<file path="config.mk">
export PLATFORM = sky130hd
export DESIGN_NAME = uart_cmd_sequencer
export DESIGN_NICKNAME = d
export VERILOG_FILES = /design/src/rtl/uart_cmd_sequencer.sv
export SDC_FILE = /design/constraint.sdc
export NUM_CORES = 1
export LEC_CHECK = 0
export ABC_AREA = 1
export BUFFER_PORTS_ARGS = -buffer_cell sky130_fd_sc_hd__buf_4
export CAP_MARGIN = 30
export CORE_MARGIN = 1.5
export CORE_UTILIZATION = 57
export CTS_CLUSTER_DIAMETER = 80
export DETAILED_ROUTE_END_ITERATION = 6
export GPL_TIMING_DRIVEN = 0
export HOLD_SLACK_MARGIN = 0.12
export PLACE_DENSITY = 0.79
export SYNTH_ARGS = -nofsm -noshare
export SYNTH_HDL_FRONTEND = slang
export SYNTH_SLANG_ARGS = --single-unit
</file>
<file path="constraint.sdc">
create_clock -name clk -period 2.9 [get_ports clk]
set_input_delay 0.435 -clock clk [delete_from_list [all_inputs] [get_ports clk]]
set_output_delay 0.435 -clock clk [all_outputs]
set_load 0.05 [all_outputs]
</file>
<file path="src/rtl/uart_cmd_sequencer.sv">
// UART command-frame sequencer: hunts SYNC_BYTE, assembles {cmd, data}, flags timeout/overrun.
// Optional checksum byte stage enabled by defining UART_CMD_CHKSUM_EN.
module uart_cmd_sequencer #(
  parameter logic [7:0] SYNC_BYTE = 8'hA5,
  parameter int         TO_CYCLES = 100000,
  parameter int         TO_W      = 17
) (
  input  logic        clk,
  input  logic        rst,
  input  logic        byte_rdy,
  input  logic [7:0]  rx_data,
  output logic        clr_rdy,
  input  logic        clr_cmd_rdy,
  output logic        cmd_rdy,
  output logic [7:0]  cmd,
  output logic [15:0] data,
  output logic        to_err,
  output logic        chk_err,
  output logic        ovr
);

  typedef enum logic [2:0] {
    SYNC_HUNT, GET_CMD, GET_DHI, GET_DLO
`ifdef UART_CMD_CHKSUM_EN
    , GET_CHK
`endif
  } state_t;

  localparam logic [TO_W-1:0] TO_LAST = TO_W'(TO_CYCLES - 1);

  state_t          state_q, state_d;
  logic [TO_W-1:0] cnt_q, cnt_d;
  logic [7:0]      cmd_sh_q, cmd_sh_d, dhi_q, dhi_d, dlo_q, dlo_d;
  logic            done_q, done_d;
  logic            cmd_rdy_q, cmd_rdy_d, ovr_q, ovr_d, to_err_q, to_err_d;
  logic [7:0]      cmd_q, cmd_d;
  logic [15:0]     data_q, data_d;
  logic            frame_ok;
`ifdef UART_CMD_CHKSUM_EN
  logic [7:0]      chk_q, chk_d, sum;
  logic            chk_err_q, chk_err_d;
`endif

  always_comb begin
    state_d   = state_q;
    cnt_d     = cnt_q;
    cmd_sh_d  = cmd_sh_q;
    dhi_d     = dhi_q;
    dlo_d     = dlo_q;
    done_d    = 1'b0;
    cmd_rdy_d = cmd_rdy_q;
    ovr_d     = ovr_q;
    to_err_d  = 1'b0;
    cmd_d     = cmd_q;
    data_d    = data_q;
`ifdef UART_CMD_CHKSUM_EN
    chk_d     = chk_q;
    sum       = cmd_sh_q + dhi_q + dlo_q + chk_q;
    frame_ok  = (sum == 8'h00);
    chk_err_d = done_q && !frame_ok;
`else
    frame_ok  = 1'b1;
`endif

    if (state_q == SYNC_HUNT) begin
      cnt_d = '0;
      if (byte_rdy && rx_data == SYNC_BYTE) state_d = GET_CMD;
    end else if (byte_rdy) begin
      cnt_d = '0;
      case (state_q)
        GET_CMD: begin cmd_sh_d = rx_data; state_d = GET_DHI; end
        GET_DHI: begin dhi_d = rx_data; state_d = GET_DLO; end
        GET_DLO: begin
          dlo_d = rx_data;
`ifdef UART_CMD_CHKSUM_EN
          state_d = GET_CHK;
        end
        GET_CHK: begin
          chk_d = rx_data;
`endif
          state_d = SYNC_HUNT;
          done_d  = 1'b1;
        end
        default: state_d = SYNC_HUNT;
      endcase
    end else if (cnt_q == TO_LAST) begin
      // A byte landing in the expiry cycle wins; only a silent cycle aborts.
      state_d  = SYNC_HUNT;
      cnt_d    = '0;
      to_err_d = 1'b1;
    end else begin
      cnt_d = cnt_q + 1'b1;
    end

    if (clr_cmd_rdy) begin
      cmd_rdy_d = 1'b0;
      ovr_d     = 1'b0;
    end
    // Completion is evaluated one cycle after the final byte so an ack in that cycle frees the slot.
    if (done_q && frame_ok) begin
      if (!cmd_rdy_q || clr_cmd_rdy) begin
        cmd_rdy_d = 1'b1;
        cmd_d     = cmd_sh_q;
        data_d    = {dhi_q, dlo_q};
      end else begin
        ovr_d = 1'b1;
      end
    end
  end

  always_ff @(posedge clk or posedge rst) begin
    if (rst) begin
      state_q   <= SYNC_HUNT;
      cnt_q     <= '0;
      cmd_sh_q  <= '0;
      dhi_q     <= '0;
      dlo_q     <= '0;
      done_q    <= 1'b0;
      cmd_rdy_q <= 1'b0;
      ovr_q     <= 1'b0;
      to_err_q  <= 1'b0;
      cmd_q     <= '0;
      data_q    <= '0;
`ifdef UART_CMD_CHKSUM_EN
      chk_q     <= '0;
      chk_err_q <= 1'b0;
`endif
    end else begin
      state_q   <= state_d;
      cnt_q     <= cnt_d;
      cmd_sh_q  <= cmd_sh_d;
      dhi_q     <= dhi_d;
      dlo_q     <= dlo_d;
      done_q    <= done_d;
      cmd_rdy_q <= cmd_rdy_d;
      ovr_q     <= ovr_d;
      to_err_q  <= to_err_d;
      cmd_q     <= cmd_d;
      data_q    <= data_d;
`ifdef UART_CMD_CHKSUM_EN
      chk_q     <= chk_d;
      chk_err_q <= chk_err_d;
`endif
    end
  end

  assign clr_rdy = byte_rdy;
  assign cmd_rdy = cmd_rdy_q;
  assign cmd     = cmd_q;
  assign data    = data_q;
  assign to_err  = to_err_q;
  assign ovr     = ovr_q;
`ifdef UART_CMD_CHKSUM_EN
  assign chk_err = chk_err_q;
`else
  assign chk_err = 1'b0;
`endif

endmodule

</file>
# [Word level (Yosys, flattened, before mapping)]
# Cells that the tools add are included.
[totals] reg_bits=72 inputBits=12 word_cells=49
[classes] n_bitwise=1 n_reduce_logical=10 add_sub_neg=1 muxes=20 eq_ne=6
[ops] op="2-to-1 mux 17 bit" count=3
[ops] op="adder 17 x 1 -> 17 bit, second input constant" count=1
[ops] op="equality test 17 bit, second input constant" count=1
[ops] op="2-to-1 mux 1 bit" count=12
[ops] op="2-to-1 mux 3 bit" count=4
[ops] op="AND reduction 3 bit" count=3
[ops] op="equality test 8 bit, second input constant" count=1
[ops] op="equality test 3 x 2 -> 1 bit, second input constant" count=2
[ops] op="case mux 2 bit (2 select lines)" count=1
[ops] op="AND reduction 2 bit" count=2
[ops] op="equality test 3 x 1 -> 1 bit, second input constant" count=1
[ops] op="logical NOT 3 bit" count=1
[ops] op="nonzero test 3 bit" count=1
[ops] op="!= test 2 x 1 -> 1 bit, second input constant" count=1
[ops] op="logical AND 1 bit" count=1
[ops] op="logical NOT 1 bit" count=1
[ops] op="logical OR 1 bit" count=1
[ops] op="NOT 1 bit" count=1

# [Logic depth before layout (Yosys ltp)]
[logic_depth] ltp_word=4 mapped_depth=9 depth_no_buf=9

# [Worst setup path before layout]
# OpenSTA, ideal clock, no wires.
[synth_path] path_type="reg-to-reg" from="register cmd_rdy_q, in the netlist cmd_rdy" to="register cmd_q[0], in the netlist cmd[0]" slack_ns=1.325 arrival_ns=1.451 path_stages_with_launch=5 synth_period_minus_slack_ns=1.575 path_cell_list="dfrtp_1 -> nand2_1 -> nand2_2 -> buf_2 -> mux2_2"
[synth_via] elab_chain_len=3
[synth_lines] element="from (decl)" line="35" source="logic cmd_rdy_q, cmd_rdy_d, ovr_q, ovr_d, to_err_q, to_err_d;"
[synth_lines] element="from (signal assigned)" line="135" source="cmd_rdy_q <= cmd_rdy_d;"
[synth_lines] element="logical NOT 1 bit" line="101" source="if (!cmd_rdy_q || clr_cmd_rdy) begin"
[synth_lines] element="logical OR 1 bit" line="101"
[synth_lines] element="AND reduction 2 bit (no line)"
[synth_lines] element="to (signal assigned)" line="138" source="cmd_q <= cmd_d;"
[synth_lines] element="to (decl)" line="36" source="logic [7:0] cmd_q, cmd_d;"
# Every way passes these cells.
# A chain may end at the register's enable or synchronous reset.

# [Worst setup path in the final report]
[layout_path] from="register state_q[0]" to="register cmd_sh_q[3]"
[layout_via] elab_chain_len=3 word_cells_on_any_way=4
[layout_lines] element="from (decl)" line="31" source="state_t state_q, state_d;"
[layout_lines] element="from (signal assigned)" line="129" source="state_q <= state_d;"
[layout_lines] element="logical NOT 3 bit" line="65" source="if (state_q == SYNC_HUNT) begin"
[layout_lines] element="NOT 1 bit (no line)"
[layout_lines] element="AND reduction 3 bit (no line) *"
[layout_lines] element="to (signal assigned)" line="131" source="cmd_sh_q <= cmd_sh_d;"
[layout_lines] element="to (decl)" line="33" source="logic [7:0] cmd_sh_q, cmd_sh_d, dhi_q, dhi_d, dlo_q, dlo_d;"
# Every way passes the cells marked *; elsewhere a longest branch is shown, timed or not.

==> out/metrics.cfg <==
[run_status]
status = complete, no violations

[grt]
antenna_found_initial = 0
grt_overflow_total = 0
grt_max_degree = 72
grtUsageTotal_pct = 23.2
first_global_vias = 2316
grt_pass1_wl_um = 10600

[clock_network]
clk_path_buf_depth = 2
cts_sinks = 71
htreeDepth = 3
clkSlewWorstSetupHoldPaths_ns = 0.08
hold_buffers = 0
cts_resized = 0
cts_buffers = 9
insertion_delay_ns = 0.34
tritoncts = built
post_cts_buffers = 0
cts_root_buf = clkbuf_8

[timing]
hold_viol_final = 0
rsz0062_at_grt = no
period_share_pct = 57.1
fmax_mhz = 604
period_minus_slack_ns = 1.66
setup_viol = 0
slew_viol_final = 0
holdWs_ns = 0.239
worst_slew_pin_slew_ns = 0.836
slew_headroom_pct = 44.3
skew_ns = 0.00934

[finish]
fillCellCount = 393
final_common_cell = dfrtp_1
layout_common_cells = 71 x dfrtp_1, 70 x nand2_1, 40 x buf_4, 30 x nor2_1, 30 x inv_1
nets = 387
drive_gt1_share_pct = 28.8
area_delta_synth_final_pct = 19.1
num_antenna_cells = 0
final_area_um2 = 3730

[setup_path]
cp.depth = 6
cp_data_required_time_ns = 3.15
cp_max_fo = 10
path_cells = inv_1 > ha_1 > inv_2 > nand3_1 > buf_2 > o21ai_0
crit_path_start_kind = register
cp_top_family = buffers and inverters
path_buf_inv = 3
r2r_cells = 6
critPathMaxStageDelay_ns = 0.39
worstSetupEndpointType = register
worstPathArrival_ns = 1.91
cpMaxStageDelayCell = dfrtp_1
critPathKind = reg -> reg

[floorplan]
die_w_um = 77.2
io_pins = 41
die_area_um2 = 5950
die_height_um = 77.2
initial_core_util_pct = 60.2
coreArea_um2 = 5200
num_rows = 26

[power_and_ir_drop]
leakage_nw = 1.85
peakVddDrop_mv = 0.674
power_mw = 3.83
power_density_nw_per_um2 = 1030

[hold_path]
holdCritPathClass = in -> reg
hold_path_depth = 2

[routing]
drc = 0
postRouteAntennaNets = 0
wirelength_um = 6310
vias = 2314
first_iter_violations = 161
firstDrtPassIters = 4
vias_per_cell = 5.20
wl_per_cell_um = 14.2

[synthesis]
syn_inst = 321
synth_area_per_cell_um2 = 9.76
synth_fp_nets = 338
yosys.area.top_type = dfrtp_1
yosys_warnings = 0
netlist.area_leader.share_pct = 56.7
synth_area_leaders = dfrtp_1 57%, mux2_2 8.6%, nand2_1 8.4%
synthesis.area_um2 = 3130
yosysSeqAreaShare_pct = 56.7
synthDistinctLibCells = 26
ys_ff_latch = 71

[place]
io_buffers = 38
placed_cell_area_um2 = 3510
place_congestion = 0.850
dp_hpwl_um = 4400

[flow_run]
cap_viol_max_count = 0

-- metal layers --
layer,GRT usage [%],wire [um],vias to the layer above
met5,0,0,-
met4,8.91,95,0
met3,4.05,271,9
met2,38.8,3030,56
met1,30.3,2910,1129
li1,-,-,1120
-- cells by family (layout without fill, tap and decap cells) --
| kind of cell | after synthesis | in the layout | share of synthesized area, % |
|---|---|---|---|
| flip-flops | 71 | 71 | 56.7 |
| other | 1 | 1 | 0.120 |
| buffers and inverters | 42 | 96 | 5.71 |
| multiplexers | 24 | 24 | 8.62 |
| adder cells (fa/ha/maj) | 5 | 5 | 2.00 |
| AO/OA/AOI/OAI | 29 | 29 | 4.63 |
| XOR/XNOR | 4 | 4 | 1.12 |
| AND/OR/NAND/NOR | 145 | 145 | 21.1 |
-- power breakdown --
group / leakage, nW / internal [mW] / switching [mW] / total [mW]
registers: 0.927 / 1.32 / 0.196 / 1.52
logic: 0.810 / 0.490 / 0.953 / 1.44
clock network: 0.110 / 0.508 / 0.364 / 0.872
total: 1.85 / 2.32 / 1.51 / 3.83
-- state kept, by name (all words and copies together) (netlist names) --
name      flops
cmd_rdy       1
cmd_sh_q      8
data         16
state_q       2
dlo_q         8
ovr           1
done_q        1
to_err        1
cmd           8
dhi_q         8
cnt_q        17
-- Yosys cell counts (all sizes together) --
| cell | instances |
|---|---|
| nor2 | 40 |
| nand4 | 3 |
| nand3 | 20 |
| o21ai | 27 |
| and3 | 1 |
| nor3 | 4 |
| mux2 | 24 |
| ha | 5 |
| nand2 | 77 |
| xnor2 | 2 |
| inv | 33 |
| dfrtp | 71 |
| buf | 8 |
| a21oi | 2 |
| conb | 1 |
| xor2 | 2 |
| clkbuf | 1 |
-- cell type report --
| cell class | count | area, um2 | area share [%] |
|---|---|---|---|
| multi-input cells | 208 | 1180 | 31.6 |
| inverters | 33 | 126 | 3.39 |
| plain buffers | 9 | 55.1 | 1.48 |
| flip-flops and latches | 71 | 1780 | 47.6 |
| repair buffers | 38 | 285 | 7.64 |
| clock inverters | 5 | 81.3 | 2.18 |
| clock buffers | 11 | 141 | 3.79 |
| well taps | 70 | 87.6 | 2.35 |
-- worst reg2reg max path, stage by stage, from the launching register on --
cell,delay [ns]
dfrtp_1,0.39
inv_1,0.08
ha_1,0.25
inv_2,0.13
nand3_1,0.26
buf_2,0.28
o21ai_0,0.18
-- metrics by stage --
stage               util [%]  TNS [ns]  instances  setup WS [ns]
floorplan                  -         0        321          0.668
detailed placement      67.4         0        429           1.29
global placement        67.4     -9.45        429         -0.137
CTS                     71.7         0        445           1.24
global route            71.7         0        445           1.06
finish                  71.7         0        445           1.24
-- path summary, 6_finish.rpt --
kind	slack, ns	end	from
min in group asynchronous	0.26	cnt_q[10]	rst
max	1.24	cmd_sh_q[3]	state_q[0]
max reg2reg	1.24	cmd_sh_q[3]	state_q[0]
max in group asynchronous	2.08	dhi_q[1]	rst
min reg2reg	0.49	dhi_q[1]	dhi_q[1]
min	0.24	ovr	clr_cmd_rdy
Power figures use the tool's default switching activity.
